`src/rtl/clk_div_pkg.sv`:
```
// -----------------------------------------------------------------------------
// clk_div_pkg
// Shared definitions for the multi-channel clock divider.
//   CNT_W_DEF    default divisor/counter width
//   DEF_DIV_DEF  default divisor loaded into every channel at reset
//   ld_req_t     pending load request {ch, div}, sized for the largest build
//                (up to 16 channels, up to 32-bit divisors)
//   half_hi()    number of cycles the square output stays high: div-(div>>1)
// -----------------------------------------------------------------------------
package clk_div_pkg;

    localparam int CNT_W_DEF    = 27;
    localparam int DEF_DIV_DEF  = 50000000;
    localparam int LD_CH_MAX_W  = 4;
    localparam int LD_DIV_MAX_W = 32;

    typedef struct packed {
        logic [LD_CH_MAX_W-1:0]  ch;
        logic [LD_DIV_MAX_W-1:0] div;
    } ld_req_t;

    // ceil(div/2) without a divider or an adder carry beyond the div width
    function automatic logic [LD_DIV_MAX_W-1:0] half_hi(input logic [LD_DIV_MAX_W-1:0] div);
        return div - (div >> 1);
    endfunction

endpackage

```
`src/rtl/clk_div_chan.sv`:
```
// -----------------------------------------------------------------------------
// clk_div_chan
// One divider channel: counter, active divisor, registered tick and square
// outputs. A new divisor is taken whenever adopt_i is high at a clock edge;
// the counter then restarts at 0.
// Optional feature: CLK_DIV_SYNC_EN adds sync_i, which clears cnt/tick/sq.
// Ports:
//   clk_i       system clock
//   clr_i       synchronous active-high reset
//   en_i        run enable; 0 freezes the counter
//   sync_i      (CLK_DIV_SYNC_EN only) phase restart
//   adopt_i     take div_i as the new divisor at this edge
//   div_i       divisor to adopt
//   term_o      counter is at its terminal count and running (combinational)
//   div_zero_o  channel currently disabled (combinational)
//   tick_o      one-cycle pulse per period (registered)
//   sq_o        square output, high for ceil(div/2) cycles (registered)
// -----------------------------------------------------------------------------
module clk_div_chan
    import clk_div_pkg::*;
#(
    parameter int CNT_W   = CNT_W_DEF,
    parameter int DEF_DIV = DEF_DIV_DEF
) (
    input  logic             clk_i,
    input  logic             clr_i,
    input  logic             en_i,
`ifdef CLK_DIV_SYNC_EN
    input  logic             sync_i,
`endif
    input  logic             adopt_i,
    input  logic [CNT_W-1:0] div_i,
    output logic             term_o,
    output logic             div_zero_o,
    output logic             tick_o,
    output logic             sq_o
);

    localparam logic [CNT_W-1:0] ONE     = (CNT_W)'(1);
    localparam logic [CNT_W-1:0] DIV_RST = (CNT_W)'(DEF_DIV);

    logic [CNT_W-1:0] cnt_q, cnt_d;
    logic [CNT_W-1:0] div_q, div_d;
    logic             tick_q, tick_d;
    logic             sq_q, sq_d;

    logic             div_nz;
    logic             at_end;
    logic [CNT_W-1:0] half;

    assign div_nz     = (div_q != '0);
    assign at_end     = div_nz && (cnt_q == div_q - ONE);
    assign half       = (CNT_W)'(half_hi((LD_DIV_MAX_W)'(div_q)));
    assign term_o     = en_i && at_end;
    assign div_zero_o = ~div_nz;
    assign tick_o     = tick_q;
    assign sq_o       = sq_q;

    always_comb begin
        cnt_d  = cnt_q;
        div_d  = div_q;
        tick_d = 1'b0;
        sq_d   = sq_q;
        if (en_i) begin
            tick_d = at_end;
            sq_d   = div_nz && (cnt_q < half);
            cnt_d  = (!div_nz || at_end) ? '0 : cnt_q + ONE;
        end else if (!div_nz) begin
            // a disabled channel never shows a stale high level, even while frozen
            sq_d = 1'b0;
        end
`ifdef CLK_DIV_SYNC_EN
        if (sync_i) begin
            cnt_d  = '0;
            tick_d = 1'b0;
            sq_d   = 1'b0;
        end
`endif
        // outputs above were computed from the old divisor: a tick coinciding
        // with adoption still belongs to the old period
        if (adopt_i) begin
            div_d = div_i;
            cnt_d = '0;
        end
    end

    always_ff @(posedge clk_i) begin
        if (clr_i) begin
            cnt_q  <= '0;
            div_q  <= DIV_RST;
            tick_q <= 1'b0;
            sq_q   <= 1'b0;
        end else begin
            cnt_q  <= cnt_d;
            div_q  <= div_d;
            tick_q <= tick_d;
            sq_q   <= sq_d;
        end
    end

endmodule

```
`src/rtl/clk_div_multi.sv`:
```
// -----------------------------------------------------------------------------
// clk_div_multi
// CH independent divider channels with run-time programmable divisors.
// One shared pending-load slot: a load accepted on ld_vld && ld_rdy is held
// until its channel reaches terminal count (or immediately if the old or new
// divisor is 0), then the channel restarts with the new divisor.
// Optional feature: define CLK_DIV_SYNC_EN to add input `sync` (after `en`),
// which restarts all channels in phase and adopts a pending load at once.
// Ports:
//   clk     system clock, rising edge
//   clr     synchronous active-high reset
//   en      global run; 0 freezes all counters
//   sync    (CLK_DIV_SYNC_EN only) phase-align all channels
//   ld_vld  divisor load request
//   ld_rdy  load slot free
//   ld_ch   target channel (values >= CH are accepted and dropped)
//   ld_div  new divisor; 0 disables the channel
//   tick    per-channel single-cycle pulse once per period
//   sq      per-channel square wave
// -----------------------------------------------------------------------------
module clk_div_multi
    import clk_div_pkg::*;
#(
    parameter  int CH      = 4,
    parameter  int CNT_W   = CNT_W_DEF,
    parameter  int DEF_DIV = DEF_DIV_DEF,
    localparam int CH_W    = (CH > 1) ? $clog2(CH) : 1
) (
    input  logic             clk,
    input  logic             clr,
    input  logic             en,
`ifdef CLK_DIV_SYNC_EN
    input  logic             sync,
`endif
    input  logic             ld_vld,
    output logic             ld_rdy,
    input  logic [CH_W-1:0]  ld_ch,
    input  logic [CNT_W-1:0] ld_div,
    output logic [CH-1:0]    tick,
    output logic [CH-1:0]    sq
);

    ld_req_t          pend_q, pend_d;
    logic             pend_vld_q, pend_vld_d;
    logic [CH-1:0]    term;
    logic [CH-1:0]    div_zero;
    logic [CH-1:0]    adopt;
    logic [CNT_W-1:0] pend_div;
    logic             pend_div_zero;
    logic             accept;
    logic             ld_ch_ok;
    logic             sync_now;

`ifdef CLK_DIV_SYNC_EN
    assign sync_now = sync;
`else
    assign sync_now = 1'b0;
`endif

    assign ld_rdy        = ~pend_vld_q;
    assign accept        = ld_vld && ld_rdy;
    assign ld_ch_ok      = (int'(ld_ch) < CH);
    assign pend_div      = (CNT_W)'(pend_q.div);
    assign pend_div_zero = (pend_div == '0);

    for (genvar i = 0; i < CH; i++) begin : g_chan
        assign adopt[i] = pend_vld_q && (pend_q.ch == (LD_CH_MAX_W)'(i)) &&
                          (sync_now || term[i] || div_zero[i] || pend_div_zero);

        clk_div_chan #(
            .CNT_W   (CNT_W),
            .DEF_DIV (DEF_DIV)
        ) u_chan (
            .clk_i      (clk),
            .clr_i      (clr),
            .en_i       (en),
`ifdef CLK_DIV_SYNC_EN
            .sync_i     (sync),
`endif
            .adopt_i    (adopt[i]),
            .div_i      (pend_div),
            .term_o     (term[i]),
            .div_zero_o (div_zero[i]),
            .tick_o     (tick[i]),
            .sq_o       (sq[i])
        );
    end

    // accept and adopt are mutually exclusive: accept needs an empty slot,
    // adopt needs a full one
    always_comb begin
        pend_d     = pend_q;
        pend_vld_d = pend_vld_q;
        if (accept && ld_ch_ok) begin
            pend_vld_d = 1'b1;
            pend_d.ch  = (LD_CH_MAX_W)'(ld_ch);
            pend_d.div = (LD_DIV_MAX_W)'(ld_div);
        end else if (|adopt) begin
            pend_vld_d = 1'b0;
        end
    end

    always_ff @(posedge clk) begin
        if (clr) begin
            pend_vld_q <= 1'b0;
        end else begin
            pend_vld_q <= pend_vld_d;
        end
    end

    // request payload is qualified by pend_vld_q, so it needs no reset
    always_ff @(posedge clk) begin
        pend_q <= pend_d;
    end

endmodule
```
`config.mk`:
```
export PLATFORM = sky130hd
export DESIGN_NAME = clk_div_multi
export DESIGN_NICKNAME = d
export VERILOG_FILES = /design/src/rtl/clk_div_pkg.sv /design/src/rtl/clk_div_chan.sv /design/src/rtl/clk_div_multi.sv
export SDC_FILE = /design/constraint.sdc
export NUM_CORES = 1
export LEC_CHECK = 0
export BUFFER_PORTS_ARGS = -buffer_cell sky130_fd_sc_hd__buf_4
export CORE_ASPECT_RATIO = 0.75
export CORE_MARGIN = 5
export CORE_UTILIZATION = 65
export DETAILED_ROUTE_END_ITERATION = 7
export GPL_TIMING_DRIVEN = 0
export PLACE_DENSITY = 0.82
export SKIP_LAST_GASP = 1
export SYNTH_ARGS = -nofsm -noshare
export SYNTH_HDL_FRONTEND = slang
export SYNTH_SLANG_ARGS = --single-unit
export TNS_END_PERCENT = 5
```
`constraint.sdc`:
```
create_clock -name clk -period 10.02 [get_ports clk]
set_input_delay 0.501 -clock clk [delete_from_list [all_inputs] [get_ports clk]]
set_output_delay 0.501 -clock clk [all_outputs]
set_load 0.005 [all_outputs]
```
After elaboration in Yosys (flattened, before gate mapping). Cells that the tools add are included.

Reductions and logical operators: 50. $lt $le $gt $ge: 4. Bitwise operators: 6. Equal/unequal tests: 11. Add/subtract/negate cells: 12. Multiplexer cells: 14.

Operator list (count): adder 27 x 1 -> 27 bit (second input constant) (4); == test 27 bit (4); < comparator 27 bit (4); two-way mux 27 bit (4); nonzero test 27 bit (4); subtractor 27 x 1 -> 27 bit (second input constant) (4); subtractor 27 x 26 -> 27 bit (4); zero test 27 bit (1); logical AND 1 bit (21); logical OR 1 bit (12); two-way mux 1 bit (10); OR reduction 2 bit (5); inequality test 2 bit (second input constant) (4); NOT 1 bit (6); == test 2 bit (second input constant) (2); zero test 1 bit (4); zero test 4 bit (1); OR reduction 4 bit (1); == test 2 x 1 -> 1 bit (second input constant) (1); nonzero test 2 bit (1).

Register bits after elaboration: 254. Logic and storage cells: 116. Output and inout bits: 9.

Longest topological paths before layout. Gate-level depths: netlist of run 1.

Word-level depth: 10. Mapped depth: 25. Gate-level depth less buffers: 25.

Cells and area by module. A second synthesis of run 1 with hierarchy kept.

Cells, all modules: 2608. Area total of the unflattened synthesis: 22165.0 um2.

Modules (own cells, without submodules): clk_div_chan (g_chan[1].u_chan ...) (area each 5270.1 um2, seq. area each 1121.1 um2, times used 2, cells each 638); clk_div_chan (g_chan[0].u_chan) (area each 5470.2 um2, seq. area each 1121.1 um2, times used 1, cells each 660); clk_div_chan (g_chan[3].u_chan) (area each 5068.6 um2, seq. area each 1121.1 um2, times used 1, cells each 614); clk_div_multi (area each 1086.0 um2, seq. area each 890.9 um2, times used 1, cells each 58).

Worst setup path after synthesis of run 1. Ideal clock, no wire load.

Path kind: flip-flop to flip-flop. Start point: register g_chan[0].u_chan.div_q[0]. End point: register g_chan[0].u_chan.sq_q. Path buffers: 0. Cell stages (with the launch flop): 21. Setup time: 0.075 ns. Clock period less this slack: 3.996 ns. Arrival time: 3.921 ns. Path slack: 6.024 ns. Cell sequence: dfxtp_1 inv_1 ha_1 inv_1 fa_1 nor2b_1 o311ai_0 a21oi_1 a31oi_1 o21ai_0 a21oi_1 a21oi_1 a31oi_1 nor2b_1 xnor2_1 ha_1 a21o_1 a21o_1 a2111oi_0 o21ai_0 o22ai_1.

Longest elaborated chain between the ends: 4. Elaborated cells on any way between the ends: 6. Classes of those cells: add/sub (1); order compare (1); eq/ne (1); mux (1); reduce/logical (2).

RTL lines: start: declaration (line clk_div_chan.sv:43) `logic [CNT_W-1:0] div_q, div_d;`; start signal: assignment (line clk_div_chan.sv:95) `div_q <= div_d;`; subtractor 27 x 26 -> 27 bit (line clk_div_pkg.sv:24) `return div - (div >> 1);`; < comparator 27 bit (line clk_div_chan.sv:66) `sq_d = div_nz && (cnt_q < half);`; logical AND 1 bit (line clk_div_chan.sv:66); two-way mux 1 bit (line clk_div_chan.sv:64) `if (en_i) begin`; end signal: assignment (line clk_div_chan.sv:97) `sq_q <= sq_d;`; end: declaration (line clk_div_chan.sv:45) `logic sq_q, sq_d;`.

Parallel ways exist; a longest one is shown, timed or not. A chain may end at the register's enable or synchronous reset.

Worst setup path after layout of run 1. Ends and elaborated chain as after synthesis.

==> results of run 1 <==
placed cells by master, fill, tap and decap left out, types with 29 or more instances in the layout:
cell,instances
nor3_1,52
xnor2_1,225
nor2_1,311
nor4_1,33
clkbuf_1,33
xor2_1,132
nor2b_1,50
and3_1,32
nand4_1,58
mux2i_1,93
nand2_1,165
inv_1,223
clkbuf_16,30
nand3_1,85
nand2b_1,41
a31oi_1,29
o21ai_0,67
a21o_1,51
buf_4,48
ha_1,356
dfxtp_1,225
edfxtp_1,29
o21bai_1,34
a21oi_1,126
per-layer routing:
metal	routed length (um)	vias to the layer above	global-route usage, %
met5	0	-	0
met4	2225	0	10.02
li1	-	9603	-
met2	26800	786	49.82
met1	28710	9559	45.68
met3	5193	153	3.464
registers in the layout, summed over array words and instances (netlist names):
register and count:
g_chan.u_chan.tick_o 4, pend_vld_q 1, g_chan.u_chan.cnt_q 108, pend_q 2
g_chan.u_chan.div_q 108, g_chan.u_chan.sq_o 4, pend_div 27
kinds of logic after synthesis:
kind of cell / Yosys count / synth area share (%)
AO/OA/AOI/OAI: 461 / 13.66
flip-flops: 254 / 23.69
adder cells (fa/ha/maj): 360 / 19.98
buffers and inverters: 274 / 4.813
multiplexers: 94 / 4.151
AND/OR/NAND/NOR: 916 / 19.74
XOR/XNOR: 359 / 13.98
power by group through the flow:
stage | Combinational, mW | Sequential (mW) | Clock [mW]
after floorplan | 0.0412 | 1.08 | 0
after global routing | 0.0797 | 1.07 | 1.14
after detailed placement | 0.0731 | 1.09 | 0
after global placement | 0.0705 | 1.09 | 0
final | 0.0750 | 1.07 | 1.09
after CTS | 0.0738 | 1.07 | 1.10
stage by stage:
step                      hold WS, ps  instances  total power, mW  instance area, sq um  utilization, %
final                           106.9       3263            2.238                 24530           71.02
after CTS                       88.94       3263            2.244                 24530           71.00
after global placement          488.1       3215            1.164                 23570           68.21
after global routing            93.16       3263            2.294                 24530           71.02
after floorplan                 449.9       2718            1.119                 22690               -
after detailed placement        496.5       3215            1.167                 23570           68.21
final timing paths:
path | startpoint | end | slack, ps | depth (start not counted)
setup / recovery | g_chan[0].u_chan.div_q[0] | g_chan[0].u_chan.sq_o | 4470 | 20
hold reg to reg | g_chan[0].u_chan.sq_o | g_chan[0].u_chan.sq_o | 510 | 2
setup reg to reg | g_chan[0].u_chan.div_q[0] | g_chan[0].u_chan.sq_o | 4470 | 20
hold / removal | ld_div[25] | pend_div[25] | 110 | 1
worst max-delay path: cells and delay by family, from the launching register on:
| family | cells | cell delay, ps |
|---|---|---|
| AO/OA/AOI/OAI | 12 | 3440 |
| XOR/XNOR | 1 | 170 |
| adder cells (fa/ha/maj) | 3 | 840 |
| buffers and inverters | 2 | 190 |
| flip-flops | 1 | 380 |
| AND/OR/NAND/NOR | 2 | 440 |
layout make-up:
class / count / area [sq um]
Clock inverter: 11 / 165.2
Tap cell: 457 / 571.8
Sequential cell: 254 / 5375
Timing Repair Buffer: 40 / 300.3
Buffer: 51 / 255.2
Inverter: 223 / 837.1
Clock buffer: 37 / 797.0
Multi-Input combinational cell: 2190 / 16230
Fill cell: 2688 / 10010
==> impl_metrics.py, run 1 <==
metrics = {
    "synthesis": {
        "ys_types": 79,
        "ys_warn_count": 0,
        "synth_ff_type": "dfxtp_1",
        "ys_top_cells_by_count": "356 x ha_1, 311 x nor2_1, 225 x dfxtp_1, 225 x xnor2_1, 223 x inv_1",
        "syn_area_sq_um": 22690,
        "synth.avg_cell_area_sq_um": 8.350,
        "syn-instance-count": 2718,
        "yosysTopAreaCellShare_pct": 19.85,
        "ys_ff_latch": 254,
        "synth-edff-count": 29,
        "syn-num-nets": 3111,
        "ys_seq_area_share_pct": 23.69,
        "yosysTopAreaCell": "dfxtp_1",
        "synth_area_leaders": "dfxtp_1 20%, ha_1 20%, xnor2_1 8.7%",
        "yosysMostFrequentCell": "ha_1",
        "async_flop_share_pct": 0,
    },
    "worst_setup_path": {
        "path_cells": "inv_1, ha_1, inv_1, fa_1, nor2b_1, o311ai_0, a21oi_1, a31oi_1, o21ai_0, a21oi_1, a21oi_1, a31oi_1, nor2b_1, xnor2_1, ha_1, a21o_1, a21o_1, a2111oi_0, o21ai_0, o22ai_1",
        "cp_common_cell": "a21oi_1",
        "path_max_fanout": 5,
        "cp.required_ps": 10510,
        "crit_type": "register to register",
        "worstSetupEndpointType": "register",
        "startpoint_type": "register",
        "cpMaxStageDelayCell": "a2111oi_0",
        "crit_arrival_ps": 6030,
        "cpPeakStageDelay_ps": 650,
    },
    "sta": {
        "rsz0062_at_grt": "false",
        "max_freq_mhz": 180.3,
        "period_minus_slack_ps": 5546,
        "maxSlewViolCount": 0,
        "setup_slack_ps": 4474,
        "finalClockSkew_ps": 10.92,
        "fin_tns_setup_ps": 0,
        "finalHoldViolations": 0,
        "setup_viol": 0,
        "worstMarginPinSlew_ps": 1322,
        "maxSlewHeadroom_pct": 11.02,
        "fin_crit_sh_pct": 55.35,
    },
    "global_routing": {
        "grt_max_degree": 30,
        "antenna_found_initial": 0,
        "grt_pass1_wl_um": 100300,
        "grt_pass1_vias": 19440,
        "grt_use_total_pct": 31.62,
        "grt-ovfl-total": 0,
    },
    "cts": {
        "clkTransAtPathRegs_ps": 70,
        "cts_resized": 0,
        "clockBufferDepth": 3,
        "postCtsSetupBuffers": 0,
        "insertion_delay_ps": 570,
        "cts_root_buf": "clkbuf_16",
        "hold_buffers": 0,
        "cts_sinks": 254,
        "cts_tree": "yes",
        "cts_buffers": 26,
        "cts_max_level": 1,
    },
    "place": {
        "dpl_worst_slack_ps": 4910,
        "hpwlAfterDp_um": 49750,
        "port_buffers": 40,
        "finalWeightedCongestion": 0.9548,
    },
    "detailed_routing": {
        "ant_nets": 0,
        "drt_iter0_markers": 1920,
        "dr.pass1.iters": 6,
        "wl_per_cell_um": 19.29,
        "vias_per_cell": 6.160,
        "via_count": 20100,
        "drc": 0,
        "routed_wirelength_um": 62930,
    },
    "floorplan": {
        "rows": 59,
        "coreArea_sq_um": 34550,
        "initial_core_util_pct": 65.69,
        "die-area_sq_um": 38790,
        "ioPinCount": 42,
        "die_y_um": 171.8,
        "die_w_um": 225.8,
    },
    "final_layout": {
        "drive_gt1_share_pct": 4.312,
        "diodes": 0,
        "nNetsFinal": 3179,
        "area_growth_pct": 8.110,
    },
    "power_and_ir_drop": {
        "ir_drop_mv": 0.1572,
        "switching_share_pct": 22.61,
        "p_comb_share_pct": 3.4,
        "p_per_area_nw_per_um2": 91.23,
        "p_clk_share_pct": 48.7,
        "p_int_mw": 1.732,
        "pwr-share-seq_pct": 48.0,
        "switchingPower_mw": 0.5060,
        "leakage_nw": 11.06,
    },
    "flow_run": {
        "cap_violations": 0,
    },
    "hold_path": {
        "worstHoldPathType": "input pin to register",
    },
    "status": {
        "outcome": "finished, final reports clean",
    },
}
Power figures use the tool's default switching activity.
==> inputs of run 2 (changes only) <==
--- a/config.mk
+++ b/config.mk
@@ -8,10 +8,10 @@
 export BUFFER_PORTS_ARGS = -buffer_cell sky130_fd_sc_hd__buf_4
 export CORE_ASPECT_RATIO = 0.75
 export CORE_MARGIN = 5
-export CORE_UTILIZATION = 65
+export CORE_UTILIZATION = 59
 export DETAILED_ROUTE_END_ITERATION = 7
 export GPL_TIMING_DRIVEN = 0
-export PLACE_DENSITY = 0.82
+export PLACE_DENSITY = 0.79
 export SKIP_LAST_GASP = 1
 export SYNTH_ARGS = -nofsm -noshare
 export SYNTH_HDL_FRONTEND = slang
==> constraint.sdc (replaced) <==
create_clock -name clk -period 4.6 [get_ports clk]
set_input_delay 0.23 -clock clk [delete_from_list [all_inputs] [get_ports clk]]
set_output_delay 0.23 -clock clk [all_outputs]
set_load 0.005 [all_outputs]
==> impl_metrics.py, run 2 (synthesized netlist as in run 1, its figures left out) <==
metrics = {
    "status": {
        "outcome": "finished with violations",
        "violations": "max-capacitance violations, max-slew violations",
    },
    "global_routing": {
        "grt_pass1_wl_um": 102400,
        "grt_use_total_pct": 29.07,
        "grt-ovfl-total": 0,
        "grt_max_degree": 30,
        "grt_pass1_vias": 19150,
        "antenna_found_initial": 1,
    },
    "cts": {
        "insertion_delay_ps": 580,
        "cts_tree": "yes",
        "cts_root_buf": "clkbuf_16",
        "cts_buffers": 26,
        "clkTransAtPathRegs_ps": 70,
        "cts_sinks": 254,
        "clockBufferDepth": 3,
        "cts_max_level": 1,
    },
    "final_layout": {
        "drive_gt1_share_pct": 6.922,
        "nNetsFinal": 3219,
        "area_growth_pct": 11.34,
        "final_common_cell": "ha_1",
        "layout_common_cells": "352 x ha_1, 311 x nor2_1, 225 x xnor2_1",
        "fin_cells": 3359,
    },
    "place": {
        "port_buffers": 40,
        "finalWeightedCongestion": 0.9308,
        "hpwlAfterDp_um": 49880,
        "dp_cells": 3270,
    },
    "power_and_ir_drop": {
        "pwr-share-seq_pct": 47.8,
        "p_comb_share_pct": 3.8,
        "switchingPower_mw": 1.161,
        "p_int_mw": 3.729,
        "p_clk_share_pct": 48.4,
        "power_mw": 4.890,
        "switching_share_pct": 23.74,
        "p_per_area_nw_per_um2": 193.5,
        "leakage_nw": 11.31,
        "ir_drop_mv": 0.2763,
    },
    "worst_setup_path": {
        "rrSetupSlack_ps": 60,
        "path_cells": "inv_2, ha_1, inv_1, fa_1, nor2b_2, o311ai_4, a21oi_2, a31oi_2, o21ai_1, a21oi_1, a21oi_2, a31oi_2, nor2b_2, xnor2_1, ha_1, a21o_1, a21o_1, a2111oi_0, o21ai_1, o22ai_1",
        "cpMaxStageDelayCell": "a2111oi_0",
        "crit_arrival_ps": 5030,
        "cp.required_ps": 5090,
        "cpPeakStageDelay_ps": 560,
        "path_max_fanout": 5,
        "crit_type": "register to register",
        "startpoint_type": "register",
        "worstSetupEndpointType": "register",
    },
    "sta": {
        "fin_crit_sh_pct": 98.67,
        "rsz0062_at_grt": "true",
        "maxSlewViolCount": 7,
        "worstMarginPinSlew_ps": 1541,
        "fin_tns_setup_ps": 0,
        "maxSlewHeadroom_pct": -3.697,
        "finalHoldViolations": 0,
        "setup_viol": 0,
        "max_freq_mhz": 220.3,
        "finalClockSkew_ps": 26.62,
        "period_minus_slack_ps": 4539,
    },
    "detailed_routing": {
        "dr.pass1.iters": 6,
        "drt_iter0_markers": 1860,
        "vias_per_cell": 6.009,
        "wl_per_cell_um": 19.43,
        "drc": 0,
        "via_count": 20190,
        "ant_nets": 0,
        "routed_wirelength_um": 65270,
    },
    "floorplan": {
        "die-area_sq_um": 42530,
        "ioPinCount": 42,
        "rows": 62,
        "die_y_um": 179.9,
        "initial_core_util_pct": 59.46,
        "coreArea_sq_um": 38170,
        "die_w_um": 236.5,
    },
    "flow_run": {
        "cap_violations": 1,
    },
    "hold_path": {
        "worstHoldPathType": "input pin to register",
    },
}
## run 2: cell types whose count changed in the layout (fill, tap and decap cells not counted), moves of 4 or more
cell and delta:
buf_4 +11, dfxtp_1 -25, dfxtp_2 +24, dlygate4sd3_1 +29
ha_1 -4, inv_1 -4, inv_2 +4, o21ai_0 -6
o21ai_1 +4
## run 2: power by group through the flow
stage / logic, mW / clock network [mW] / registers (mW)
2_1_floorplan: 0.0898 / 0 / 2.35
3_3_place_gp: 0.155 / 0 / 2.38
3_5_place_dp: 0.160 / 0 / 2.38
4_1_cts: 0.181 / 2.36 / 2.33
5_1_grt: 0.199 / 2.48 / 2.34
6_report: 0.187 / 2.37 / 2.34
## run 2: what timing repair did
action / in CTS / in global routing
buffers inserted: 1 / 10
endpoints found under the setup margin: 3 / 40
endpoints found under the hold margin: 29 / 0
pin swaps: 2 / 24
gates resized for setup: 14 / 70
hold buffers: 29 / 0
## run 2: per-layer routing
metal | up-vias | global-route usage (%) | share of wire [%]
li1 | 9690 | - | -
met1 | 9528 | 42.66 | 46
met2 | 815 | 44.30 | 42
met3 | 152 | 4.059 | 8.3
met4 | 0 | 9.116 | 3.6
met5 | - | 0 | 0
## run 2: area by class of cell
| cell class | count | area (sq um) |
|---|---|---|
| Fill cell | 3142 | 12900 |
| Timing Repair Buffer | 80 | 673.1 |
| Multi-Input combinational cell | 2190 | 16510 |
| Clock buffer | 34 | 743.2 |
| Inverter | 223 | 837.1 |
| Tap cell | 512 | 640.6 |
| Sequential cell | 254 | 5409 |
| Buffer | 51 | 256.5 |
| Clock inverter | 14 | 192.7 |
| Antenna cell | 1 | 2.502 |
## run 2: final timing paths
kind | start | endpoint | cells past startpoint
setup / recovery | g_chan[0].u_chan.div_q[0] | g_chan[0].u_chan.sq_o | 20
hold / removal | clr | g_chan[1].u_chan.cnt_q[0] | 3
setup reg to reg | g_chan[0].u_chan.div_q[0] | g_chan[0].u_chan.sq_o | 20
hold reg to reg | g_chan[0].u_chan.sq_o | g_chan[0].u_chan.sq_o | 2
## run 2: critical path, delay by kind of cell, from the launching register on
kind | cells | cell delay (ps)
compound gates | 12 | 2640
xor+xnor | 1 | 120
fa+ha+maj | 3 | 810
buf+inv | 2 | 140
flops | 1 | 360
simple gates | 2 | 380
## run 2: through the flow
step	utilization, %	area [sq um]	hold slack [ps]	setup WS [ps]
after floorplan	-	22690	328.9	604.5
after global placement	61.93	23640	409.5	-580.4
after detailed placement	61.93	23640	409.2	-647.2
after CTS	65.38	24950	22.79	-63.58
after global routing	66.20	25270	30.43	-75.19
final	66.20	25270	53.10	61.35
==> inputs of run 3 (changes only) <==
--- a/config.mk
+++ b/config.mk
@@ -8,10 +8,10 @@
 export BUFFER_PORTS_ARGS = -buffer_cell sky130_fd_sc_hd__buf_4
 export CORE_ASPECT_RATIO = 0.75
 export CORE_MARGIN = 5
-export CORE_UTILIZATION = 59
+export CORE_UTILIZATION = 35
 export DETAILED_ROUTE_END_ITERATION = 7
 export GPL_TIMING_DRIVEN = 0
-export PLACE_DENSITY = 0.79
+export SETUP_SLACK_MARGIN = 0.15
 export SKIP_LAST_GASP = 1
 export SYNTH_ARGS = -nofsm -noshare
 export SYNTH_HDL_FRONTEND = slang
==> impl_metrics.py, run 3 (synthesized netlist as in run 1, its figures left out) <==
metrics = {
    "status": {
        "outcome": "finished with violations",
        "violations": "max-capacitance violations",
    },
    "hold_path": {
        "worstHoldPathType": "input pin to register",
        "min_from": "clr",
        "holdPathStages": 3,
        "hold_end": "g_chan[2].u_chan.cnt_q[0]",
    },
    "worst_setup_path": {
        "cpMaxStageDelayCell": "a2111o_1",
        "cp_common_cell": "a21oi_1",
        "crit_arrival_ps": 4860,
        "worstSetupEndpointType": "register",
        "path_buf_inv": 2,
        "cpPeakStageDelay_ps": 450,
        "cp.required_ps": 4990,
        "worst_r2r_endpoint": "g_chan[3].u_chan.sq_o",
        "rrSetupSlack_ps": 130,
        "path_cells": "inv_4, ha_4, or2_4, a221oi_4, a2111oi_4, a2111o_1, o41a_1, o211ai_1, a311oi_2, o21bai_1, a21oi_1, xor2_1, ha_1, buf_4, nand4_1, a21oi_1, nor2_1, a21oi_1, a21oi_1",
        "reg2regPathDepth": 19,
        "crit_type": "register to register",
        "cp.depth": 19,
        "crit_family": "compound AO/OA/AOI/OAI gates",
        "path_max_fanout": 5,
        "startpoint_type": "register",
        "r2r-start": "g_chan[3].u_chan.div_q[2]",
    },
    "place": {
        "dpl_worst_slack_ps": -280.1,
        "finalWeightedCongestion": 0.9022,
        "hpwlAfterDp_um": 51980,
        "port_buffers": 40,
    },
    "sta": {
        "finalHoldViolations": 0,
        "worst_hold_slack_ps": 61.14,
        "setup_viol": 0,
        "setup_slack_ps": 126.8,
        "max_freq_mhz": 223.6,
        "finalClockSkew_ps": 15.08,
        "maxSlewHeadroom_pct": 0.4201,
        "rsz0062_at_grt": "true",
        "period_minus_slack_ps": 4473,
        "worstMarginPinSlew_ps": 1480,
        "fin_crit_sh_pct": 97.24,
        "maxSlewViolCount": 0,
    },
    "cts": {
        "insertion_delay_ps": 580,
        "cts_tree": "yes",
        "clockBufferDepth": 3,
        "cts_root_buf": "clkbuf_16",
        "cts_buffers": 28,
        "cts_max_level": 1,
        "cts_sinks": 254,
        "clkTransAtPathRegs_ps": 70,
    },
    "global_routing": {
        "grt_max_degree": 30,
        "antenna_found_initial": 0,
        "grt_use_total_pct": 18.07,
        "grt_pass1_wl_um": 103100,
        "grt_pass1_vias": 17900,
        "grt-ovfl-total": 0,
    },
    "final_layout": {
        "final_common_cell": "ha_1",
        "diodes": 0,
        "layout_common_cells": "350 x ha_1, 310 x nor2_1, 225 x xnor2_1",
        "nNetsFinal": 3226,
        "drive_gt1_share_pct": 7.075,
        "area_growth_pct": 13.77,
        "n_fill_cell": 6429,
    },
    "power_and_ir_drop": {
        "ir_drop_mv": 0.2695,
        "leakage_nw": 11.38,
        "p_per_area_nw_per_um2": 196.0,
    },
    "detailed_routing": {
        "via_count": 19200,
        "drt_iter0_markers": 1669,
        "ant_nets": 0,
        "routed_wirelength_um": 65760,
        "drc": 0,
        "dr.pass1.iters": 7,
        "wl_per_cell_um": 17.70,
        "vias_per_cell": 5.166,
    },
    "floorplan": {
        "initial_core_util_pct": 35.48,
        "die_y_um": 230.5,
        "coreArea_sq_um": 63960,
        "die_w_um": 304.0,
        "ioPinCount": 42,
        "rows": 80,
        "die-area_sq_um": 70090,
    },
    "flow_run": {
        "cap_violations": 1,
    },
}
[run 3: cell count changes in the layout (fill, tap and decap cells not counted), moves of 3 or more]
cell       previous run  this run
inv_2                 4         1
buf_4                59        63
clkbuf_16            28        31
dfxtp_2              24        13
dfxtp_1             200       209
[run 3: worst min-delay path, stage by stage]
cell and delay, ps:
buf_4 170, or2_2 150, a21oi_1 40
[run 3: what timing repair did]
| item | CTS | global route |
|---|---|---|
| hold buffers | 29 | 0 |
| gates resized for setup | 10 | 70 |
| setup endpoints to repair | 14 | 116 |
| pin swaps | 1 | 23 |
| setup buffers | 0 | 15 |
| endpoints found under the hold margin | 29 | 0 |
| gates cloned | 0 | 0 |
[run 3: power by group]
part | switching, mW | leakage [nW] | internal (mW) | total [mW]
clock | 1.03 | 0.506 | 1.50 | 2.53
sequential | 0.0695 | 2.10 | 2.27 | 2.34
combinational | 0.109 | 8.78 | 0.0814 | 0.190
[run 3: how the worst max path moves through the flow]
stage,start,endpoint
5_1_grt,g_chan[1].u_chan.div_q[4],g_chan[1].u_chan.sq_o
3_3_place_gp,g_chan[0].u_chan.div_q[0],g_chan[0].u_chan.sq_o
3_5_place_dp,g_chan[0].u_chan.div_q[0],g_chan[0].u_chan.sq_o
6_report,g_chan[3].u_chan.div_q[2],g_chan[3].u_chan.sq_o
4_1_cts,g_chan[1].u_chan.div_q[3],g_chan[1].u_chan.sq_o
2_1_floorplan,g_chan[0].u_chan.div_q[0],g_chan[0].u_chan.sq_o
[run 3: per-stage QoR]
step	setup TNS [ps]	power (mW)	cells	util [%]	cell area, sq um
after floorplan	0	2.438	2718	-	22690
after global placement	-655.9	2.556	3619	37.64	24070
after detailed placement	-601.7	2.555	3620	37.64	24080
after CTS	0	5.098	3701	39.79	25450
after global routing	-115.5	5.210	3716	40.37	25820
final	0	5.061	3716	40.37	25820
[run 3: area by class of cell]
| cell class | count | area (sq um) | share of cell area (%) |
|---|---|---|---|
| Clock inverter | 16 | 210.2 | 0.8142 |
| Buffer | 51 | 256.5 | 0.9935 |
| Inverter | 223 | 842.1 | 3.261 |
| Sequential cell | 254 | 5403 | 20.93 |
| Clock buffer | 36 | 824.5 | 3.194 |
| Tap cell | 861 | 1077 | 4.173 |
| Timing Repair Buffer | 85 | 708.2 | 2.743 |
| Multi-Input combinational cell | 2190 | 16500 | 63.90 |
[run 3: layer usage]
layer,up-vias,GRT usage [%],routed length (um)
met5,-,0,0
met4,0,3.521,1334
met3,76,2.657,3906
met2,459,24.24,24080
met1,8963,29.80,36440
li1,9700,-,-
